`src/rtl/imm_extend_pipe_if.sv`:
```
// Valid/ready bundle for the immediate-extension stage.
// The master drives the input side and consumes the output side.
interface imm_extend_pipe_if #(
   parameter int IN_WIDTH  = 16,
   parameter int OUT_WIDTH = 32,
   parameter int TAG_WIDTH = 5
);
   logic                 InValid;
   logic                 InReady;
   logic [1:0]           Mode;
   logic [IN_WIDTH-1:0]  Imm;
   logic [TAG_WIDTH-1:0] InTag;
   logic                 OutValid;
   logic                 OutReady;
   logic [OUT_WIDTH-1:0] OutData;
   logic [TAG_WIDTH-1:0] OutTag;

   modport master (
      output InValid, Mode, Imm, InTag, OutReady,
      input  InReady, OutValid, OutData, OutTag
   );

   modport slave (
      input  InValid, Mode, Imm, InTag, OutReady,
      output InReady, OutValid, OutData, OutTag
   );
endinterface

```
`src/rtl/imm_extend_pipe.sv`:
```
// Pipelined immediate extender with 2-entry skid buffer and flush.
// Define IMMEXT_STATS_EN to add StatCount/StatStall outputs.
module imm_extend_pipe #(
   parameter int IN_WIDTH  = 16,
   parameter int OUT_WIDTH = 32,
   parameter int TAG_WIDTH = 5
) (
   input  logic Clk,
   input  logic Rst,
   input  logic Flush,
   imm_extend_pipe_if.slave bus
`ifdef IMMEXT_STATS_EN
   ,
   output logic [31:0] StatCount,
   output logic        StatStall
`endif
);
   localparam int EXT_W = OUT_WIDTH - IN_WIDTH;

   typedef enum logic [1:0] {
      S_EMPTY,
      S_ONE,
      S_FULL
   } state_t;

   state_t r_state;
   state_t w_state_nxt;

   logic [OUT_WIDTH-1:0] w_sext;
   logic [OUT_WIDTH-1:0] w_ext;
   logic [OUT_WIDTH-1:0] r_main_data;
   logic [OUT_WIDTH-1:0] r_skid_data;
   logic [TAG_WIDTH-1:0] r_main_tag;
   logic [TAG_WIDTH-1:0] r_skid_tag;

   logic w_main_vld;
   logic w_skid_vld;
   logic w_in_ready;
   logic w_in_xfer;
   logic w_out_xfer;
   logic w_ld_main_in;
   logic w_ld_main_skid;
   logic w_ld_skid;

   assign w_sext = {{EXT_W{bus.Imm[IN_WIDTH-1]}}, bus.Imm};

   always_comb begin
      w_ext = '0;
      unique case (bus.Mode)
         2'b00: w_ext = {{EXT_W{1'b0}}, bus.Imm};
         2'b01: w_ext = w_sext;
         2'b10: w_ext = {bus.Imm, {EXT_W{1'b0}}};
         2'b11: w_ext = {w_sext[OUT_WIDTH-3:0], 2'b00};
         default: w_ext = '0;
      endcase
   end

   assign w_in_xfer  = bus.InValid && w_in_ready;
   assign w_out_xfer = w_main_vld && bus.OutReady;

   always_ff @(posedge Clk) begin
      if (Rst) r_state <= S_EMPTY;
      else     r_state <= w_state_nxt;
   end

   always_comb begin
      w_state_nxt = r_state;
      if (Flush) begin
         w_state_nxt = S_EMPTY;
      end else begin
         unique case (r_state)
            S_EMPTY: if (w_in_xfer) w_state_nxt = S_ONE;
            S_ONE: begin
               if (w_out_xfer && !w_in_xfer)      w_state_nxt = S_EMPTY;
               else if (w_in_xfer && !w_out_xfer) w_state_nxt = S_FULL;
            end
            S_FULL: if (w_out_xfer) w_state_nxt = S_ONE;
            default: w_state_nxt = S_EMPTY;
         endcase
      end
   end

   // Loads are suppressed on flush; the valid bits follow the state.
   always_comb begin
      w_main_vld     = (r_state != S_EMPTY);
      w_skid_vld     = (r_state == S_FULL);
      w_in_ready     = !w_skid_vld && !Rst;
      w_ld_main_in   = 1'b0;
      w_ld_main_skid = 1'b0;
      w_ld_skid      = 1'b0;
      if (!Flush) begin
         unique case (r_state)
            S_EMPTY: w_ld_main_in = w_in_xfer;
            S_ONE: begin
               w_ld_main_in = w_in_xfer && w_out_xfer;
               w_ld_skid    = w_in_xfer && !w_out_xfer;
            end
            S_FULL: w_ld_main_skid = w_out_xfer;
            default: ;
         endcase
      end
   end

   always_ff @(posedge Clk) begin
      if (Rst) begin
         r_main_data <= '0;
         r_main_tag  <= '0;
         r_skid_data <= '0;
         r_skid_tag  <= '0;
      end else begin
         if (w_ld_main_in) begin
            r_main_data <= w_ext;
            r_main_tag  <= bus.InTag;
         end else if (w_ld_main_skid) begin
            r_main_data <= r_skid_data;
            r_main_tag  <= r_skid_tag;
         end
         if (w_ld_skid) begin
            r_skid_data <= w_ext;
            r_skid_tag  <= bus.InTag;
         end
      end
   end

   assign bus.InReady  = w_in_ready;
   assign bus.OutValid = w_main_vld;
   assign bus.OutData  = r_main_data;
   assign bus.OutTag   = r_main_tag;

`ifdef IMMEXT_STATS_EN
   logic [31:0] r_stat_cnt;
   logic        r_stat_stall;

   always_ff @(posedge Clk) begin
      if (Rst)             r_stat_cnt <= '0;
      else if (w_out_xfer) r_stat_cnt <= r_stat_cnt + 32'd1;
   end

   always_ff @(posedge Clk) begin
      r_stat_stall <= bus.InValid && !w_in_ready;
   end

   assign StatCount = r_stat_cnt;
   assign StatStall = r_stat_stall;
`endif
endmodule

```
`src/flat_wrapper.sv`:
```
// flat-port wrapper written by rule: the top's interface ports become plain ports
module imm_extend_pipe_flat 
#(
   parameter int IN_WIDTH  = 16,
   parameter int OUT_WIDTH = 32,
   parameter int TAG_WIDTH = 5
)
  (Clk, Rst, Flush, bus_InValid, bus_Mode, bus_Imm, bus_InTag, bus_OutReady, bus_InReady, bus_OutValid, bus_OutData, bus_OutTag);
  imm_extend_pipe_if #(.IN_WIDTH(IN_WIDTH), .OUT_WIDTH(OUT_WIDTH), .TAG_WIDTH(TAG_WIDTH)) bus_i ();
  input  logic Clk;
  input  logic Rst;
  input  logic Flush;
  input wire logic [$bits(bus_i.InValid)-1:0] bus_InValid;
  input wire logic [$bits(bus_i.Mode)-1:0] bus_Mode;
  input wire logic [$bits(bus_i.Imm)-1:0] bus_Imm;
  input wire logic [$bits(bus_i.InTag)-1:0] bus_InTag;
  input wire logic [$bits(bus_i.OutReady)-1:0] bus_OutReady;
  output wire logic [$bits(bus_i.InReady)-1:0] bus_InReady;
  output wire logic [$bits(bus_i.OutValid)-1:0] bus_OutValid;
  output wire logic [$bits(bus_i.OutData)-1:0] bus_OutData;
  output wire logic [$bits(bus_i.OutTag)-1:0] bus_OutTag;
  assign bus_i.InValid = bus_InValid;
  assign bus_i.Mode = bus_Mode;
  assign bus_i.Imm = bus_Imm;
  assign bus_i.InTag = bus_InTag;
  assign bus_i.OutReady = bus_OutReady;
  assign bus_InReady = bus_i.InReady;
  assign bus_OutValid = bus_i.OutValid;
  assign bus_OutData = bus_i.OutData;
  assign bus_OutTag = bus_i.OutTag;
  imm_extend_pipe #(.IN_WIDTH(IN_WIDTH), .OUT_WIDTH(OUT_WIDTH), .TAG_WIDTH(TAG_WIDTH)) u_core (.Clk(Clk), .Rst(Rst), .Flush(Flush), .bus(bus_i));
endmodule
```
`config.mk`:
```
export PLATFORM = sky130hd
export DESIGN_NAME = imm_extend_pipe_flat
export DESIGN_NICKNAME = d
export VERILOG_FILES = /design/src/rtl/imm_extend_pipe_if.sv /design/src/rtl/imm_extend_pipe.sv /design/src/flat_wrapper.sv
export SDC_FILE = /design/constraint.sdc
export NUM_CORES = 1
export LEC_CHECK = 0
export ABC_AREA = 1
export BUFFER_PORTS_ARGS = -buffer_cell sky130_fd_sc_hd__buf_2
export CORE_MARGIN = 2
export CORE_UTILIZATION = 35
export CTS_BUF_LIST = sky130_fd_sc_hd__clkbuf_8
export CTS_CLUSTER_DIAMETER = 150
export DETAILED_ROUTE_END_ITERATION = 10
export MAX_ROUTING_LAYER = met4
export SYNTH_ARGS = -nofsm -noshare
export SYNTH_HDL_FRONTEND = slang
export SYNTH_SLANG_ARGS = --single-unit
```
`constraint.sdc`:
```
create_clock -name Clk -period 1.8 [get_ports Clk]
set_input_delay 0.18 -clock Clk [delete_from_list [all_inputs] [get_ports Clk]]
set_output_delay 0.18 -clock Clk [all_outputs]
set_load 0.01 [all_outputs]
```
; After elaboration in Yosys (flattened, before gate mapping)
; Index checks and enable logic that the tools add are counted.
[totals]
register_bits = 76
latchBits = 0
ram_bits = 0
mem_bits_ro = 0
in_bits = 28
output_inout_bits = 39
elab_cells = 45
mem_count = 0
[op_classes]
addsub = 0
mul = 0
n_div = 0
n_lt_le_gt_ge = 0
n_eq_ne = 8
shift = 0
muxes = 16
bitwise = 0
reduce_logical = 16
[op_table]
columns = cell, n
row1 = 32-bit one-hot mux with 4 select lines, 1
row2 = 32-bit 2-to-1 mux, 2
row3 = 5-bit 2-to-1 mux, 2
row4 = 2-bit 2-to-1 mux, 4
row5 = 2-bit == test (second input constant), 3
row6 = 1-bit logical AND, 6
row7 = 2-bit one-hot mux with 3 select lines, 1
row8 = 1-bit 2-to-1 mux, 5
row9 = 2-bit by 1-bit == test with 1-bit output (second input constant), 2
row10 = 1-bit zero test, 4
row11 = 2-bit zero test, 2
row12 = 2-bit nonzero test, 2
row13 = 3-bit by 1-bit inequality test with 1-bit output (second input constant), 1
row14 = 3-bit AND reduction, 1
row15 = 2-bit by 1-bit inequality test with 1-bit output (second input constant), 1
row16 = 2-bit inequality test (second input constant), 1
row17 = 1-bit one-hot mux with 2 select lines, 1
row18 = 2-bit OR reduction, 1

; Depth between registers and ports, before layout
[logic_depth]
word_depth = 8
mapped_depth = 9
mapped_depth_nobuf = 8

; Least setup slack after synthesis
; OpenSTA, ideal clock, no wires.
[synth_timing]
kind = flip-flop to flip-flop
startpoint = register u_core.r_state[0]
endpoint = register u_core.r_skid_data[15]
setup_time_ns = 0.113
t_arrival_ns = 1.164
required_time_ns = 1.687
setup_slack_ns = 0.523
stages_incl_launch_ff = 9
path_buffers = 1
synth_period_minus_slack_ns = 1.277
path_cell_list = dfxtp_1 inv_2 nand2_2 nand3_4 nor2_4 nand3_4 buf_2 nor2_1 nor2_1
[synth_via]
elab_chain_cells = 7
word_cells_on_any_way = 11
cone_classes = eq/ne (2) / mux (2) / reduce/logical (7)
[synth_lines]
columns = item, line_no
row1 = from (decl), imm_extend_pipe.sv:26  ; state_t r_state;
row2 = from (signal assigned), imm_extend_pipe.sv:63  ; else r_state <= w_state_nxt;
row3 = 2-bit == test, imm_extend_pipe.sv:86  ; w_skid_vld = (r_state == S_FULL);
row4 = 1-bit zero test, imm_extend_pipe.sv:87  ; w_in_ready = !w_skid_vld && !Rst;
row5 = 1-bit logical AND, imm_extend_pipe.sv:87
row6 = 1-bit logical AND, imm_extend_pipe.sv:58  ; assign w_in_xfer = bus.InValid && w_in_ready;
row7 = 1-bit logical AND, imm_extend_pipe.sv:96  ; w_ld_skid = w_in_xfer && !w_out_xfer;
row8 = 1-bit 2-to-1 mux (*), imm_extend_pipe.sv:92  ; unique case (r_state)
row9 = 1-bit 2-to-1 mux (*), imm_extend_pipe.sv:91  ; if (!Flush) begin
row10 = to (signal assigned), imm_extend_pipe.sv:119  ; r_skid_data <= w_ext;
row11 = to (decl), imm_extend_pipe.sv:32  ; logic [OUT_WIDTH-1:0] r_skid_data;
; Every way passes the cells marked *; elsewhere a longest branch is shown, timed or not.
; A chain may end at the register's enable or synchronous reset.

; Worst setup path after layout
[layout_timing]
startpoint = register u_core.r_state[0]
endpoint = register u_core.r_main_data[21] (netlist: u_core.bus.OutData[21])
[layout_via]
elab_chain_cells = 8
word_cells_on_any_way = 15
cone_classes = eq/ne (2) / mux (5) / reduce/logical (8)
[layout_lines]
columns = item, line_no
row1 = 2-bit == test, "imm_extend_pipe.sv:86, imm_extend_pipe.sv:92"
row2 = 1-bit zero test, imm_extend_pipe.sv:87
row3 = 1-bit logical AND, imm_extend_pipe.sv:87
row4 = 1-bit logical AND, imm_extend_pipe.sv:58
row5 = 1-bit logical AND, imm_extend_pipe.sv:95  ; w_ld_main_in = w_in_xfer && w_out_xfer;
row6 = 1-bit one-hot mux with 2 select lines, imm_extend_pipe.sv:92
row7 = 1-bit 2-to-1 mux, imm_extend_pipe.sv:91
row8 = 32-bit 2-to-1 mux / 2-bit nonzero test (equally long branches), --
row9 = to (signal assigned), imm_extend_pipe.sv:112  ; r_main_data <= w_ext;
row10 = to (signal assigned), imm_extend_pipe.sv:115  ; r_main_data <= r_skid_data;
row11 = to (decl), imm_extend_pipe.sv:31  ; logic [OUT_WIDTH-1:0] r_main_data;
; Several ways; a longest one is shown, not always the timed one.

==> metrics <==
status=completed; CTS H-tree lvls=3; placeable core region=10200 um2; CP max stage cell=dfxtp_1; worst setup skew after layout=~13 ps; Max IR drop VDD=about 270 uV; CTS tree=done; residual antenna-violating net count after detailed routing=0; Data required, critical path=~2000 ps; Die Y=approximately 110 um; number of max-slew violations in the final report=0; Seq/Total Area, Yosys=0.417; total grt overflow=0; number of diodes=0; Starting Density=0.357; reg-to-reg setup timing slack=approximately 310 ps; crit path cell chain=inv_2 > nand2_2 > nand3_4 > inv_2 > nand2_2 > buf_12 > o21ai_0 > a21oi_1; placer's final routability congestion estimate=0.842; worst-skew pair later-pin latency=350 ps; slew at the pin with the worst max-slew slack=~430 ps; initial antenna violation count=0; Initial DRC Count=255; Max Used Layer=met4; final hold viol count=0; 1st-pass router iterations=4; largest delay contributor family on the critical path=flip-flops; Site Rows=37; Max Cap Violations=0; Post-Synthesis Net Count=around 590; layout overhead on the synthesized area=17.4%; total number of clock tree sinks=between 70 and 80; number of hold-repair buffers added at the cts stage=0; count of buffering cells on the critical path with inverters included=3; crit path time final=1490 ps; area of the die=approximately 11000 um2; Arrival @ worst endpoint=about 1700 ps; part of the cycle the worst path needs=0.825; Highest Clock Rate=about 670 MHz; critical path launch point type=flip-flop; number of clock buffers inserted by TritonCTS=9; start of the worst register-to-register path=u_core.r_state[0]; yosys warns=0; Max-Slew Margin vs Limit=0.711; aggregate routed wire length=9540 um; PwrDens=796 nW/um2; cell count after synthesis=about 560; count of unresolved DRC violations after routing=0; first element of the critical path=u_core.r_state[0]; half-perimeter wire length after placement=6250 um; wire length of the first global-routing pass=between 15000 and 20000 um; total I/O pin count=67; number of nets at the end of the flow=around 640; count of cells resized by post-cts repair=0; Hold Crit Class=input pin to flip-flop; via count normalized by instance count=between 4 and 5; total number of vias=roughly 3500; Port Buffers=66; via count of the first global-routing pass=between 3000 and 4000; setup TNS=0 ps; post-synthesis register bit count=76; Worst Setup Path Type=flip-flop to flip-flop; CP endpoint kind=flip-flop; buffer type at the clock tree root=clkbuf_8; buffers inserted during post-CTS setup optimization=0; largest fanout on the critical path=22; global routing usage summed across all routing layers=0.182; wire length on met3=around 490 um; wire length on met2=roughly 4200 um; overall die width=between 100 and 150 um; Max Root-Sink Buffers=2; RSZ-0062 raised after global routing=no; CTS clock-pin slew for the worst setup and hold paths=roughly 80 ps; startpoint of the tightest hold check path=Rst; post-route standard cell area excluding fillers=~4300 um2; pin count of the biggest net entering global routing=between 70 and 80; wire length the detailed router placed on met1=about 4700 um; final routed wire length divided by cell count=~13 um; post-synthesis instance area=3650 um2; Largest stage delay, worst path=400 ps; mean area per synthesized cell=between 6 and 7 um2; fraction of layout cells with a size suffix above 1=0.175; reported leakage power=2.14 nW; count of different cell masters after synthesis=21; placed inst area=~4100 um2; Setup violations, final=0
[cells in the mapped netlist]
master,number,area share
inv_2,6,0.0062
nor2_4,1,0.0031
o21ai_0,19,0.026
clkbuf_1,17,0.017
nand3_4,2,0.0096
buf_1,2,0.0021
nand2_2,4,0.0069
inv_1,48,0.049
nor2_1,79,0.081
nand3_1,32,0.044
a21oi_1,78,0.11
buf_2,13,0.018
o21ai_1,16,0.022
nand4_1,1,0.0017
nand2_1,160,0.16
nor2_2,2,0.0034
buf_4,2,0.0041
nand3_2,1,0.0027
nor3_1,1,0.0014
buf_6,4,0.012
dfxtp_1,76,0.42
[flip-flops by register name, summed over array words and instances (netlist names)]
register	flops
u_core.r_state	2
u_core.r_skid_data	32
u_core.r_skid_tag	5
u_core.bus.OutTag	5
u_core.bus.OutData	32
[stage by stage]
| step | hold WS [ps] | power (mW) | setup slack [ps] | instances | utilization |
|---|---|---|---|---|---|
| after floorplan | 249 | 2.02 | 523 | 564 | - |
| after global placement | 401 | 2.16 | 373 | 738 | 0.400 |
| after detailed placement | 408 | 2.17 | 311 | 738 | 0.400 |
| after CTS | 28.8 | 3.45 | 299 | 754 | 0.419 |
| after global routing | 29.6 | 3.58 | 159 | 754 | 0.419 |
| final | 39.0 | 3.41 | 315 | 754 | 0.419 |
[cell usage in the layout (no fill, tap or decap)]
| cell | Yosys | final |
|---|---|---|
| nand2_2 | 4 | 4 |
| nand3_1 | 32 | 32 |
| o21ai_0 | 19 | 19 |
| nand3_4 | 2 | 2 |
| buf_12 | 0 | 5 |
| inv_2 | 6 | 7 |
| nand2_1 | 160 | 160 |
| clkinv_2 | 0 | 2 |
| nand4_1 | 1 | 1 |
| a21oi_1 | 78 | 78 |
| clkinvlp_4 | 0 | 1 |
| o21ai_1 | 16 | 16 |
| bufinv_16 | 0 | 1 |
| buf_4 | 2 | 5 |
| nand3_2 | 1 | 1 |
| clkbuf_8 | 0 | 9 |
| inv_1 | 48 | 48 |
| nor2_2 | 2 | 2 |
| clkinv_4 | 0 | 2 |
| nor2_1 | 79 | 79 |
| nor2_4 | 1 | 1 |
| buf_2 | 13 | 66 |
| nor3_1 | 1 | 1 |
| dfxtp_1 | 76 | 76 |
[report_power, final]
group / leakage [nW] / switching (mW) / internal (mW)
combinational: 1.42 / 0.241 / 0.135
sequential: 0.617 / 0.0250 / 1.73
clock: 0.100 / 0.649 / 0.635
[cell type report]
cell class	instances	area, um2
Clock inverter	7	68.8
Inverter	54	203
Tap cell	136	170
Fill cell	1102	5950
Sequential cell	76	1520
Clock buffer	9	124
Multi-Input combinational cell	396	1730
Timing Repair Buffer	76	468
[worst paths after layout]
kind | to | cells past startpoint
max | u_core.bus.OutData[21] | 8
min | u_core.bus.OutData[31] | 2
max reg2reg | u_core.bus.OutData[21] | 8
min reg2reg | u_core.bus.OutData[4] | 2
[logic make-up (layout without fill, tap and decap cells)]
group	after synthesis	after routing	share of synthesized area
DFF	76	76	0.417
and+or+nand+nor	283	283	0.319
buffers and inverters	92	146	0.109
AOI/OAI and AO/OA	113	113	0.155
[per-layer routing]
layer,vias up,track usage
met3,8,0.0343
met1,1582,0.250
met5,-,-
li1,1867,-
met4,0,0.0714
met2,81,0.266
(Power assumes the default switching activity.)
